[config.mk]
export PLATFORM = sky130hd
export DESIGN_NAME = cp0_unit
export DESIGN_NICKNAME = d
export VERILOG_FILES = /design/src/rtl/cp0_unit_pkg.sv /design/src/rtl/cp0_timer.sv /design/src/rtl/cp0_unit.sv
export SDC_FILE = /design/constraint.sdc
export NUM_CORES = 1
export LEC_CHECK = 0
export ABC_CLOCK_PERIOD_IN_PS = 3000
export CELL_PAD_IN_SITES_DETAIL_PLACEMENT = 0
export CELL_PAD_IN_SITES_GLOBAL_PLACEMENT = 1
export CORE_MARGIN = 5
export CORE_UTILIZATION = 40
export DETAILED_ROUTE_END_ITERATION = 8
export GPL_TIMING_DRIVEN = 1
export PLACE_DENSITY = 0.87
export SETUP_SLACK_MARGIN = 0.02
export SLEW_MARGIN = 20
export SYNTH_ARGS = -nofsm -noshare
export SYNTH_HDL_FRONTEND = slang
export SYNTH_SLANG_ARGS = --single-unit
[constraint.sdc]
create_clock -name clk -period 3 [get_ports clk]
set_input_delay 0.6 -clock clk [delete_from_list [all_inputs] [get_ports clk]]
set_output_delay 0.6 -clock clk [all_outputs]
set_load 0.05 [all_outputs]
[src/rtl/cp0_unit_pkg.sv]
// cp0_unit_pkg: CP0 register addresses, exception codes and field positions
package cp0_unit_pkg;
    localparam logic [7:0] CR_BADVADDR = 8'h40;
    localparam logic [7:0] CR_COUNT    = 8'h48;
    localparam logic [7:0] CR_COMPARE  = 8'h58;
    localparam logic [7:0] CR_STATUS   = 8'h60;
    localparam logic [7:0] CR_CAUSE    = 8'h68;
    localparam logic [7:0] CR_EPC      = 8'h70;
    localparam logic [4:0] EX_INT  = 5'd0;
    localparam logic [4:0] EX_ADEL = 5'd4;
    localparam logic [4:0] EX_ADES = 5'd5;
    localparam logic [4:0] EX_SYS  = 5'd8;
    localparam logic [4:0] EX_BP   = 5'd9;
    localparam logic [4:0] EX_RI   = 5'd10;
    localparam logic [4:0] EX_OV   = 5'd12;
    localparam int ST_BEV = 22;
    localparam int ST_EXL = 1;
    localparam int ST_IE  = 0;
    localparam int CA_BD  = 31;
    localparam int CA_TI  = 30;
    function automatic logic is_addr_exc(input logic [4:0] c);
        return c == EX_ADEL || c == EX_ADES;
    endfunction
endpackage

[src/rtl/cp0_timer.sv]
// cp0_timer: prescaled Count, Compare and the sticky timer interrupt TI
module cp0_timer #(
    parameter int COUNT_DIV = 2
) (
    input  logic        clk,
    input  logic        resetn,
    input  logic        count_we,
    input  logic        compare_we,
    input  logic [31:0] wdata,
    output logic [31:0] count,
    output logic [31:0] compare,
    output logic        ti
);
    localparam int PW = COUNT_DIV > 1 ? $clog2(COUNT_DIV) : 1;
    logic [PW-1:0] pre;
    logic tick;
    assign tick = pre == PW'(COUNT_DIV - 1);
    always_ff @(posedge clk or negedge resetn) begin
        if (!resetn) begin
            pre     <= '0;
            count   <= '0;
            compare <= '0;
            ti      <= 1'b0;
        end else begin
            if (count_we) begin
                count <= wdata;
                pre   <= '0;
            end else begin
                pre <= tick ? '0 : pre + 1'b1;
                if (tick) count <= count + 32'd1;
            end
            if (compare_we) compare <= wdata;
            // a Compare write clears TI even if the match lands in the same cycle
            ti <= compare_we ? 1'b0 : ti | (tick & ~count_we & (count + 32'd1 == compare));
        end
    end
endmodule

[src/rtl/cp0_unit.sv]
// cp0_unit: CP0 registers, exception/ERET commit, MTC0/MFC0 and interrupt request
module cp0_unit
    import cp0_unit_pkg::*;
#(
    parameter int          EXT_INT_W = 6,
    parameter int          COUNT_DIV = 2,
    parameter logic [31:0] VEC_BEV1  = 32'hbfc00380,
    parameter logic [31:0] VEC_BEV0  = 32'h80000180
) (
    input  logic                 clk,
    input  logic                 resetn,
    input  logic [EXT_INT_W-1:0] ext_int,
    input  logic                 wb_valid,
    input  logic                 wb_ex,
    input  logic [4:0]           wb_exccode,
    input  logic                 wb_bd,
    input  logic [31:0]          wb_pc,
    input  logic [31:0]          wb_badvaddr,
    input  logic                 wb_eret,
    input  logic                 mtc0_op,
    input  logic [7:0]           c0_addr,
    input  logic [31:0]          c0_wdata,
    output logic [31:0]          c0_rdata,
    output logic                 flush,
    output logic [31:0]          flush_pc,
    output logic                 has_int
);
    logic ex_c, eret_c, mtc0_we;
    logic bev, exl, ie, bd, ti;
    logic [7:0] im, ip;
    logic [5:0] ip_hw;
    logic [1:0] ip_sw;
    logic [4:0] exccode;
    logic [31:0] epc, badvaddr, count, compare;
    logic [EXT_INT_W-1:0] sync1, sync2;
    assign ex_c     = wb_valid & wb_ex;
    assign eret_c   = wb_valid & wb_eret & ~wb_ex;
    assign mtc0_we  = wb_valid & mtc0_op & ~wb_ex;
    assign ip       = {ip_hw[5] | ti, ip_hw[4:0], ip_sw};
    assign flush    = ex_c | eret_c;
    assign flush_pc = eret_c ? epc : (bev ? VEC_BEV1 : VEC_BEV0);
    assign has_int  = |(ip & im) & ie & ~exl;
    cp0_timer #(.COUNT_DIV(COUNT_DIV)) u_timer (
        .clk        (clk),
        .resetn     (resetn),
        .count_we   (mtc0_we && c0_addr == CR_COUNT),
        .compare_we (mtc0_we && c0_addr == CR_COMPARE),
        .wdata      (c0_wdata),
        .count      (count),
        .compare    (compare),
        .ti         (ti)
    );
    always_ff @(posedge clk or negedge resetn) begin
        if (!resetn) begin
            sync1    <= '0;
            sync2    <= '0;
            ip_hw    <= '0;
            bev      <= 1'b1;
            im       <= '0;
            exl      <= 1'b0;
            ie       <= 1'b0;
            bd       <= 1'b0;
            ip_sw    <= '0;
            exccode  <= '0;
            epc      <= '0;
            badvaddr <= '0;
        end else begin
            sync1 <= ext_int;
            sync2 <= sync1;
            ip_hw <= 6'(sync2);
            if (ex_c) begin
                exccode <= wb_exccode;
                exl     <= 1'b1;
                if (!exl) begin
                    bd  <= wb_bd;
                    epc <= wb_bd ? wb_pc - 32'd4 : wb_pc;
                end
                if (is_addr_exc(wb_exccode)) badvaddr <= wb_badvaddr;
            end else if (eret_c) begin
                exl <= 1'b0;
            end
            if (mtc0_we && c0_addr == CR_STATUS) begin
                bev <= c0_wdata[ST_BEV];
                im  <= c0_wdata[15:8];
                ie  <= c0_wdata[ST_IE];
                if (!eret_c) exl <= c0_wdata[ST_EXL];
            end
            if (mtc0_we && c0_addr == CR_CAUSE) ip_sw <= c0_wdata[9:8];
            if (mtc0_we && c0_addr == CR_EPC) epc <= c0_wdata;
        end
    end
    always_comb begin
        c0_rdata = c0_addr == CR_BADVADDR ? badvaddr :
                   c0_addr == CR_COUNT    ? count :
                   c0_addr == CR_COMPARE  ? compare :
                   c0_addr == CR_STATUS   ? {9'b0, bev, 6'b0, im, 6'b0, exl, ie} :
                   c0_addr == CR_CAUSE    ? {bd, ti, 14'b0, ip, 1'b0, exccode, 2'b0} :
                   c0_addr == CR_EPC      ? epc : 32'h0;
    end
endmodule

==> results.yml <==
global_routing:
  grt_max_degree: 54
  grt_pass1_wl_mm: 51.7
  grt_pass1_vias: 8687
  antenna_found_initial: 1
  grt_use_total_pct: 25.3
  grt_overflow_total: 0
synthesis:
  synth.avg_cell_area_sq_um: 9.88
  postSynth.topFlopCell: "dfrtp_1"
  syn_nets: 1078
  syn_inst: 954
  yosysTopAreaCell: "dfrtp_1"
  synth.distinct_cells: 60
  ys_seq_area_share_pct: 44.3
  synth_warnings: 0
  synth_edf_count: 0
  ys_seq_elements: 167
  synth_area_sq_mm: 0.00943
  ys_async_sr_fraction_pct: 100
  synth_top_area_share_pct: 44.1
  synth_area_leaders: "dfrtp_1 44%, mux2_2 9.7%, xnor2_1 5.2%"
route:
  drtIter0Drc: 1114
  ant_nets: 0
  drc: 0
  num_vias: 8676
  vias_per_cell: 5.77
  avgRoutedWirePerCell_um: 22.3
  dr.pass1.iters: 8
  drt-total-wl_mm: 33.5
floorplanning:
  coreArea_sq_mm: 0.0233
  row_count: 56
  die_w_um: 164
  initial_core_util_pct: 40.4
  die_h_um: 164
  ios: 188
  design.die.area_sq_mm: 0.0267
critical_path:
  r2r-end: "u_timer.ti"
  worstSetupPathType: "in2reg"
  crit_fanout: 5
  max_stage_delay_ns: 0.55
  critPathSlowestCell: "or4_4"
  r2r_start: "u_timer.count[1]"
  worstPathCellList: "clkdlybuf4s50_1 -> or4b_4 -> or4_4 -> nand3b_4 -> or4_4 -> nor3_2 -> xnor2_1 -> o21ai_1"
  critical_path_buf_inv_count: 1
  cp_common_cell: "or4_4"
  cp.required_ns: 3.30
  worst-r2r-cell-count: 8
  cp-end-kind: "flop"
  r2r_slack_ns: 0.40
  worstSetupStartpointType: "input port"
  cp.arrival_ns: 3.22
  critPathTopFamily: "simple AND/OR/NAND/NOR gates"
timing:
  max_freq_mhz: 342
  finalClockSkew_ns: 0.00639
  timing.final.crit_share_pct: 97.4
  rsz0062_at_grt: "no"
  setup_tns_ns: 0
  report.final.slew_viol_count: 0
  worst_hold_slack_ns: 0.126
  setup-violations-final: 0
  finalCriticalPeriod_ns: 2.92
  tightest_slew_ns: 0.740
  maxSlewHeadroom_pct: 50.5
  hold_violations: 0
pwr:
  p_leak_nw: 5.82
  p_int_mw: 4.50
  p_switching_mw: 1.88
  ir_worst_vdd_mv: 0.321
  clock_power_share_pct: 36.5
  sw_frac_of_total_pct: 29.4
  p_comb_share_pct: 18.3
  powerDensity_mw_per_mm2: 472
  seqPwrFrac_pct: 45.2
  finalPower_mw: 6.38
clock_tree:
  cts_sinks: 167
  clk_latency_ns: 0.43
  postCtsHoldBufs: 0
  cts_tree: "built"
  h-tree-depth: 4
  clk_path_buf_depth: 2
  clk_pin_slew_ns: 0.07
  ctsRootBufferMaster: "clkbuf_16"
  cts_buffers: 17
place:
  hpwl_mm: 25.6
  gp_congestion: 0.905
  placedCellCount: 1465
  port_buffers: 187
final_layout:
  antenna_cells: 0
  fin_cells: 1504
  finalNetCount: 1296
  area_delta_synth_final_pct: 43.6
  layout.cells.most_common: "dfrtp_1"
  final_cell_mix: "166 x dfrtp_1, 112 x clkdlybuf4s50_1, 89 x buf_4"
  layout-drive-gt1-share_pct: 26.4
run:
  drv_cap: 0
run_status:
  outcome: "finished, final reports clean"
min_path:
  worst_hold_path_type: "in2async"
-- timing repair --
item	CTS	global route
gates cloned	3	0
pin swaps	15	8
endpoints found under the setup margin	41	17
buffers inserted	5	0
resized for setup	27	9
-- routing by layer --
metal / global-route usage (%) / part of all wire (%)
met1: 35.1 / 42
met3: 6.46 / 8.9
met2: 40.0 / 48
met5: 0 / 0
met4: 5.99 / 1.9
-- flip-flops by register name, indices dropped and copies added, names as in the netlist --
| signal | count |
|---|---|
| exccode | 5 |
| exl | 1 |
| u_timer.pre | 1 |
| ie | 1 |
| bev | 1 |
| ip_hw | 6 |
| ip_sw | 2 |
| u_timer.count | 32 |
| u_timer.compare | 32 |
| u_timer.ti | 1 |
| im | 8 |
| epc | 32 |
| sync1 | 6 |
| bd | 1 |
| sync2 | 6 |
| badvaddr | 32 |
-- area by class of cell --
class,instances,area [sq um]
Fill cell,1946,9790
Sequential cell,167,4180
Clock buffer,18,439
Clock inverter,14,181
Timing Repair Buffer,273,3120
Inverter,11,41.3
Tap cell,319,399
Multi-Input combinational cell,702,5170
-- power by group through the flow --
stage          clock (mW)  sequential, mW  combinational [mW]
6_report             2.33            2.89                1.17
5_1_grt              2.44            2.92                1.26
4_1_cts              2.35            2.87                1.17
3_5_place_dp            0            2.91                1.16
3_3_place_gp            0            2.90                1.13
2_1_floorplan           0            2.72               0.691
-- synth_stat cells, drive strengths merged, types with 9 or more instances --
master  instances
clkbuf         70
nand4          19
a22oi          48
mux2           81
xor2           42
nor3           19
xnor2          56
a21o            9
a221o          10
inv            11
nor2           78
nor4           20
nand3          34
o21ai          38
and2           24
a222oi         24
nand2          61
and3            9
a21oi          52
dfrtp         166
-- cells by family (layout without fill, tap and decap cells) --
family / after synthesis / count (layout) / synth area share, %
multiplexers: 88 / 88 / 10.4
AND/OR/NAND/NOR: 308 / 308 / 17.4
flip-flops: 167 / 167 / 44.3
XOR/XNOR: 98 / 98 / 9.10
buffers and inverters: 85 / 316 / 3.38
AO/OA/AOI/OAI: 204 / 204 / 14.9
adder cells (fa/ha/maj): 4 / 4 / 0.478
-- metrics by stage --
stage	setup slack (ns)	area [sq um]	util, %
2_1_floorplan	-0.199	9580	-
3_3_place_gp	-0.348	12700	54.6
3_5_place_dp	-0.362	12700	54.6
4_1_cts	0.0184	13600	58.2
5_1_grt	0.0202	13500	58.0
6_report	0.0766	13500	58.0
-- worst max-delay path by stage --
stage	startpoint	to	cells past startpoint
2_1_floorplan	c0_addr[1]	c0_rdata[12]	6
3_3_place_gp	wb_bd	epc[27]	8
3_5_place_dp	wb_bd	epc[31]	8
4_1_cts	c0_addr[4]	c0_rdata[10]	8
5_1_grt	wb_bd	epc[31]	8
6_report	wb_bd	epc[31]	8
Power figures use the tool's default switching activity.
